--- config.mk ---
export PLATFORM = sky130hd
export DESIGN_NAME = id_ex_stage
export DESIGN_NICKNAME = d
export VERILOG_FILES = /design/src/rtl/id_ex_stage.sv
export SDC_FILE = /design/constraint.sdc
export NUM_CORES = 1
export LEC_CHECK = 0
export ABC_AREA = 1
export CORE_MARGIN = 2
export CORE_UTILIZATION = 45
export DETAILED_ROUTE_END_ITERATION = 8
export GPL_TIMING_DRIVEN = 0
export PLACE_DENSITY = 0.93
export SLEW_MARGIN = 20
export SYNTH_ARGS = -nofsm -noshare
export SYNTH_HDL_FRONTEND = slang
export SYNTH_SLANG_ARGS = --single-unit
--- constraint.sdc ---
create_clock -name clk -period 2.2 [get_ports clk]
set_input_delay 0.22 -clock clk [delete_from_list [all_inputs] [get_ports clk]]
set_output_delay 0.22 -clock clk [all_outputs]
set_load 0.01 [all_outputs]
--- src/rtl/id_ex_stage.sv ---
// ID/EX pipeline register with lw load-use hazard detection.
// Captures the decode-stage controls, operands and register specifiers into EX.
// When the lw in EX writes a register that the instruction in ID reads, the stage
// inserts one bubble. It also keeps a saturating count of stall cycles.
//
// Ports:
//   clk, rst_n                     clock, asynchronous active-low reset
//   hold                           global freeze; the stage and the counter keep their state
//   id_* controls, ALU op          controller outputs for the instruction in ID
//   id_rd1, id_rd2, id_imm         register read data and sign-extended immediate
//   id_rs, id_rt, id_rd            register specifiers of the instruction in ID
//   ex_*                           registered copies of the id_* inputs
//   sel_cancel                     0 cancels the controller outputs (combinational)
//   pc_write, ifid_write           PC and IF/ID write enables (combinational)
//   stall_count                    saturating count of hazard-stall cycles
module id_ex_stage #(
  parameter int unsigned WIDTH     = 32,
  parameter int unsigned CNT_WIDTH = 16
) (
  input  logic                 clk,
  input  logic                 rst_n,
  input  logic                 hold,
  input  logic                 id_ALUSrc,
  input  logic                 id_regWrite,
  input  logic                 id_memWrite,
  input  logic                 id_memRead,
  input  logic                 id_memtoReg,
  input  logic                 id_regDst,
  input  logic [1:0]           id_ALUOperation,
  input  logic [WIDTH-1:0]     id_rd1,
  input  logic [WIDTH-1:0]     id_rd2,
  input  logic [WIDTH-1:0]     id_imm,
  input  logic [4:0]           id_rs,
  input  logic [4:0]           id_rt,
  input  logic [4:0]           id_rd,
  output logic                 ex_ALUSrc,
  output logic                 ex_regWrite,
  output logic                 ex_memWrite,
  output logic                 ex_memRead,
  output logic                 ex_memtoReg,
  output logic                 ex_regDst,
  output logic [1:0]           ex_ALUOperation,
  output logic [WIDTH-1:0]     ex_rd1,
  output logic [WIDTH-1:0]     ex_rd2,
  output logic [WIDTH-1:0]     ex_imm,
  output logic [4:0]           ex_rs,
  output logic [4:0]           ex_rt,
  output logic [4:0]           ex_rd,
  output logic                 sel_cancel,
  output logic                 pc_write,
  output logic                 ifid_write,
  output logic [CNT_WIDTH-1:0] stall_count
);

  logic hazard;

  // The lw in EX targets a nonzero register that ID reads. An rt-only match
  // counts as well, because I-type instructions are treated conservatively.
  always_comb begin
    hazard     = ex_memRead && (ex_rt != 5'd0) &&
                 ((ex_rt == id_rs) || (ex_rt == id_rt));
    sel_cancel = ~hazard;
    pc_write   = ~hazard & ~hold;
    ifid_write = ~hazard & ~hold;
  end

  // Pipeline register. hold has priority over hazard, so a frozen stage never bubbles.
  always_ff @(posedge clk or negedge rst_n) begin
    if (!rst_n) begin
      ex_ALUSrc       <= 1'b0;
      ex_regWrite     <= 1'b0;
      ex_memWrite     <= 1'b0;
      ex_memRead      <= 1'b0;
      ex_memtoReg     <= 1'b0;
      ex_regDst       <= 1'b0;
      ex_ALUOperation <= 2'b00;
      ex_rd1          <= '0;
      ex_rd2          <= '0;
      ex_imm          <= '0;
      ex_rs           <= 5'd0;
      ex_rt           <= 5'd0;
      ex_rd           <= 5'd0;
      stall_count     <= '0;
    end else if (!hold) begin
      ex_rd1 <= id_rd1;
      ex_rd2 <= id_rd2;
      ex_imm <= id_imm;
      ex_rs  <= id_rs;
      ex_rt  <= id_rt;
      ex_rd  <= id_rd;
      if (hazard) begin
        // Bubble: the controls are forced to zero whatever the controller drives.
        ex_ALUSrc       <= 1'b0;
        ex_regWrite     <= 1'b0;
        ex_memWrite     <= 1'b0;
        ex_memRead      <= 1'b0;
        ex_memtoReg     <= 1'b0;
        ex_regDst       <= 1'b0;
        ex_ALUOperation <= 2'b00;
        if (stall_count != {CNT_WIDTH{1'b1}})
          stall_count <= stall_count + CNT_WIDTH'(1);
      end else begin
        ex_ALUSrc       <= id_ALUSrc;
        ex_regWrite     <= id_regWrite;
        ex_memWrite     <= id_memWrite;
        ex_memRead      <= id_memRead;
        ex_memtoReg     <= id_memtoReg;
        ex_regDst       <= id_regDst;
        ex_ALUOperation <= id_ALUOperation;
      end
    end
  end

endmodule

==> metrics, run 1 <==
GPL Wtd Cong 0.828; Slew @ Worst Pin 0.593 ns; initial antenna violation count 0; Hold Crit Class in2async; fraction of registers with async set/reset 100%; Via-to-Cell Ratio 4.67; Clk Latency, worst-skew pair 0.42 ns; Routed WL per cell 15.1 um; Placement Setup Slack -0.219 ns; CTS Buf Count 17; 1st-iter DRT viols 309; Most used DFF post-synth dfrtp_1; DP HPWL 12400 um; CP cell instances nor3_2, nand3_1, nand2_1, inv_1, nand2_4, nand2_8, inv_1, dlygate4sd2_1; top cells by area, synth dfrtp_1 60%, nand2_1 26%, inv_1 2.0%; die area 13500 um2; final setup fails 0; Post-Syn Area 5650 um2; vias in the first global route 5563; top-area cell type share of the netlist area 59.8%; pwr dens 777 nW/um2; RSZ-0062 raised after global routing false; placed inst area 8480 um2; family with the most delay on the worst path simple AND/OR/NAND/NOR gates; Syn Nets 801; RR Startpoint stall_count[0]; crit end category output port; Crit. Startpoint ex_rt[2]; Clock Skews 0.00810 ns; Fin Setup TNS 0 ns; Worst Path Max Fanout 6; Arr. time, crit path 1.87 ns; status complete, no violations; Die Height 116 um; fin crit period 2.09 ns; Max Clock Freq 480 MHz; Remaining DRCs 0; initial core utilization 46.7%; worst path bufs/invs 3; DR pass1 iterations 5; Final Worst Setup Slack 0.115 ns; Peak VDD IR 576 uV; top cells by count, synth 397 x nand2_1, 135 x dfrtp_1, 30 x inv_1, 21 x nand3_1, 18 x o21ai_0; Power Total 7.15 mW; core area 12100 um2; Mean Syn Cell Area 8.33 um2; area grow syn2layout 62.7%; FF+latch count, synth 135; P_leak 4.55 nW; Netlist cell types 24; CTS tree built; H-tree levels 4; post-route ant nets 0; largest net degree at the start of global routing 98; clock slew seen by the registers of the worst setup and hold paths 0.06 ns; Syn. warnings 0; vias post-DR 5346; row cnt 40; Max stage delay cell, worst path dfrtp_2; ANT cells 0; Critical Path Max Stage Delay 0.45 ns; Post-synth EDFFs 0; Synth area leader dfrtp_1; global-route wire length before repair 27300 um; CTS Root Cell clkbuf_16; clock sink count 135; Final Cycle Share 94.8%; most frequent cell after synthesis nand2_1; required time of the worst setup path 1.98 ns; port bufs 258; max_slew headroom 60.5%; Seq/Total Area, Yosys 59.8%; max cap viols 0; Clock Path Buffers 2; post-synthesis cell count 678; Detailed Route WL 17300 um; GR Util All Layers 26.7%; Slew Viols, Final 0; grt total ovfl 0; design area 9190 um2; Hold WS 0.287 ns; critical path class reg2out; Boundary Pins 260; Final #Nets 1086; Critical Path Start Type flip-flop; Die X 116 um; Hold Vio Cnt, Final 0; most repeated library cell on the critical path inv_1; layout cell share with drive strength beyond 1 7.07%
## layer usage
metal / GRT usage (%) / wire length [um] / vias to the layer above
met2: 46.4 / 8860 / 190
met4: 12.8 / 570 / 0
met5: 0 / 0 / -
li1: - / - / 2630
met1: 29.9 / 6670 / 2486
met3: 8.37 / 1160 / 40
## kinds of logic (layout without fill, tap and decap cells)
kind of cell | Yosys count | after routing | share of synthesized area, %
simple gates | 448 | 448 | 31.4
flops | 135 | 135 | 59.8
buf+inv | 62 | 360 | 4.83
compound gates | 18 | 18 | 1.59
xor+xnor | 14 | 14 | 2.17
fa+ha+maj | 1 | 1 | 0.221
## state kept, by name, indices dropped and copies added, names as in the netlist
register         cells
ex_ALUSrc            1
ex_memWrite          1
ex_memRead           1
ex_rd                5
ex_imm              32
ex_rd2              32
ex_rs                5
ex_regDst            1
ex_ALUOperation      2
ex_rt                5
ex_memtoReg          1
ex_regWrite          1
ex_rd1              32
stall_count         16
## worst paths after layout
check / end / slack, ns / depth (start not counted)
max in group asynchronous: ex_ALUOperation[0] / 1.13 / 3
min in group clk: ex_rd1[8] / 0.33 / 3
max: ifid_write / 0.11 / 8
min reg2reg: ex_imm[2] / 0.48 / 2
min: ex_rd[3] / 0.29 / 2
max reg2reg: stall_count[14] / 0.51 / 9
## through the flow
step                      instances  util (%)
final                          1144      75.9
after global routing           1144      75.9
after CTS                      1139      75.5
after detailed placement       1105      70.0
after global placement         1104      69.7
after floorplan                 678         -
## power breakdown
part / switching, mW / internal [mW]
combinational: 0.569 / 0.703
clock: 1.03 / 1.99
sequential: 0.149 / 2.70
total: 1.75 / 5.40
## repair_timing
action	CTS	global route
setup buffers	1	5
endpoints found under the hold margin	38	0
pin swaps	2	4
endpoints found under the setup margin	3	2
hold buffers	1	0
gates resized for setup	9	6
## cells in the final DEF, fill, tap and decap left out, types with 4 or more instances in the layout
cell type        instances
buf_1                    6
inv_1                   29
nand2_1                396
clkbuf_16               17
dfrtp_2                  4
xor2_1                   8
nor2_1                  14
xnor2_1                  6
clkdlybuf4s50_1        254
clkbuf_1                14
dfrtp_1                131
buf_2                    7
clkbuf_8                 7
o21ai_0                 18
nand3_1                 21
buf_4                    7
## final cells by class
class | count | area, um2
sequential | 135 | 3380
fill | 821 | 2920
timing repair buffer | 266 | 2660
multi-input combinational | 481 | 2030
clock buffer | 26 | 529
tap | 168 | 210
buffer | 29 | 144
inverter | 33 | 129
clock inverter | 6 | 110
(Power assumes the default switching activity.)
==> inputs of run 2 (changes only) <==
--- a/config.mk
+++ b/config.mk
@@ -6,7 +6,6 @@
 export NUM_CORES = 1
 export LEC_CHECK = 0
 export ABC_AREA = 1
-export CORE_MARGIN = 2
 export CORE_UTILIZATION = 45
 export DETAILED_ROUTE_END_ITERATION = 8
 export GPL_TIMING_DRIVEN = 0
==> run 2 against run 1 <==
Net effect:
- clock skew fell by 0.0014 ns
- first-iteration DRC count rose by 16%
- critical path depth did not move
- register-to-register slack got worse by 0.04 ns
- clock power fell by 2%
- combinational power barely moved
- global-route usage rose by 0.059 points
==> metrics, run 2 (synthesis results as in run 1) <==
status complete, no violations; max_slew headroom 60.0% (-0.48 points); Power Total 7.07 mW (-1.0%); core area 12100 um2 (unchanged); CTS Buf Count 17 (unchanged); Hold WS 0.282 ns (-0.00530 ns); die area 13000 um2 (-3.4%); Max stage delay cell, worst path dfrtp_2; vias post-DR 5502 (+2.9%); crit end category output port; Stages on worst setup path 8 (unchanged); post-route ant nets 0 (unchanged); P_leak 4.53 nW (-0.53%); worst path bufs/invs 3 (unchanged); initial core utilization 46.7% (unchanged); clock sink count 135 (unchanged); Arr. time, crit path 1.85 ns (-0.02 ns); CP cell instances nor3_4, nand3_1, nand2_1, inv_1, nand2_4, nand2_8, inv_1, dlygate4sd2_1; Max Clock Freq 483 MHz (+0.68%); port bufs 258 (unchanged); Reg2Reg Capture Point stall_count[14]; Fin Setup TNS 0 ns (unchanged); placed inst area 8480 um2 (unchanged); required time of the worst setup path 1.98 ns (about the same); RSZ-0062 raised after global routing false; GR Util All Layers 26.7% (+0.059 points); Die Height 114 um (-1.7%); R2R cell count 9 (unchanged); critical path class reg2out; final setup fails 0 (unchanged); family with the most delay on the worst path simple AND/OR/NAND/NOR gates; Seq pwr share 40.4% (+0.5 points); commonest non-fill, non-tap cells in the layout 396 x nand2_1, 254 x clkdlybuf4s50_1, 132 x dfrtp_1; Met2 Wirelength 8500 um (-4.0%); global-route wire length before repair 26500 um (-2.9%); commonest non-fill, non-tap cell in the layout nand2_1; Die X 114 um (-1.7%); Final Cycle Share 94.1% (-0.64 points); H-tree levels 4 (unchanged); Via-to-Cell Ratio 4.82 (+3.2%); NetSw 1.82 mW (+4.1%); 1st-iter DRT viols 358 (+16%); clock power share 41.8% (-0.5 points); Power Internal 5.26 mW (-2.7%); CTS tree built; wl on met1 6560 um (-1.6%); fin crit period 2.07 ns (-0.0141 ns); largest net degree at the start of global routing 100 (+2.0%); Remaining DRCs 0 (unchanged); row cnt 40 (unchanged); DP HPWL 12000 um (-2.7%); switching share of power 25.7% (+1.3 points); initial antenna violation count 0 (unchanged); Clock Skews 0.00672 ns (-0.00138 ns); Routed WL per cell 14.7 um (-2.7%); Slew @ Worst Pin 0.600 ns (+0.00721 ns); reg2reg setup slack 0.47 ns (-0.04 ns); layout cell share with drive strength beyond 1 6.89% (-0.18 points); vias in the first global route 5385 (-3.2%); Slew Viols, Final 0 (unchanged); most repeated library cell on the critical path inv_1; Critical Path Start Type flip-flop; Clock Path Buffers 2 (unchanged); DR pass1 iterations 5 (unchanged); Largest regs ex_imm (32), ex_rd1 (32), ex_rd2 (32); RR Startpoint stall_count[0]; max layer used met4; Final Worst Setup Slack 0.129 ns (+0.0141 ns); CTS Root Cell clkbuf_16; ANT cells 0 (unchanged); Placement Setup Slack -0.259 ns (-0.0396 ns); Worst Path Max Fanout 6 (unchanged); clock slew seen by the registers of the worst setup and hold paths 0.06 ns (about the same); max cap viols 0 (unchanged); Final #Nets 1083 (-0.28%); Combinational Power Share 17.8% (about the same); GPL Wtd Cong 0.835 (+0.83%); area grow syn2layout 62.2%; Peak VDD IR 577 uV (about the same); DP Cell Count 1105 (unchanged); Detailed Route WL 16700 um (-3.0%); Met3 Wirelength 1150 um (-0.77%); Hold Vio Cnt, Final 0 (unchanged); design area 9160 um2 (-0.34%); pwr dens 772 nW/um2 (-0.68%); Critical Path Max Stage Delay 0.46 ns (about the same); Clk Latency, worst-skew pair 0.42 ns (about the same); grt total ovfl 0 (unchanged); Hold Crit Class in2async; Boundary Pins 260 (unchanged); Cell Count, Final, Fillers Out 1141 (-0.26%); fin util 75.7% (-0.26 points)
-- run 2: cell types whose count changed in the layout (fill, tap and decap cells not counted), sizes merged --
cell / previous run / this run
buf: 25 / 22
clkbuf: 39 / 32
clkinv: 2 / 5
clkinvlp: 2 / 3
inv: 32 / 35
-- run 2: what timing repair did --
action / CTS / global route
hold buffers: 1 / 0
endpoints found under the hold margin: 36 / 0
pin swaps: 1 / 4
endpoints found under the setup margin: 3 / 2
setup buffers: 0 / 3
resized for setup: 10 / 5
-- run 2: how the worst max path moves through the flow --
stage / from / to / slack [ns]
4_1_cts: ex_rt[0] / pc_write / -0.06
6_report: ex_rt[2] / ifid_write / 0.13
5_1_grt: ex_rt[2] / ifid_write / 0.009
3_5_place_dp: id_rs[4] / pc_write / -0.26
3_3_place_gp: rst_n / ex_rd1[28] / -4.37
2_1_floorplan: ex_rt[4] / pc_write / 0.59
-- run 2: metal layers --
metal,GRT usage (%),vias to the layer above
met5,0,-
met4,12.6,0
met3,7.89,38
met2,46.3,207
met1,30.4,2629
li1,-,2628
-- run 2: worst register-to-register path: stages (launching register included) --
cell and delay [ns]:
dfrtp_1 0.45, ha_1 0.24, nand3_2 0.15, nor2_4 0.16
nand4_1 0.09, nor2_1 0.13, nor2_2 0.10, buf_6 0.17
nand3_1 0.10, nand2_1 0.05
-- run 2: layout make-up --
cell class,count,area [um2]
clock buffers,19,453
inverters,33,129
flip-flops and latches,135,3380
plain buffers,29,144
multi-input cells,481,2030
fillers,836,2950
well taps,168,210
clock inverters,13,170
repair buffers,263,2640
-- run 2: power by group through the flow --
stage	combinational, mW	sequential (mW)	clock [mW]
4_1_cts	1.26	2.85	3.00
3_5_place_dp	1.25	2.89	0
2_1_floorplan	0.311	2.97	0
3_3_place_gp	1.21	2.88	0
5_1_grt	1.37	2.88	3.12
6_report	1.26	2.86	2.96
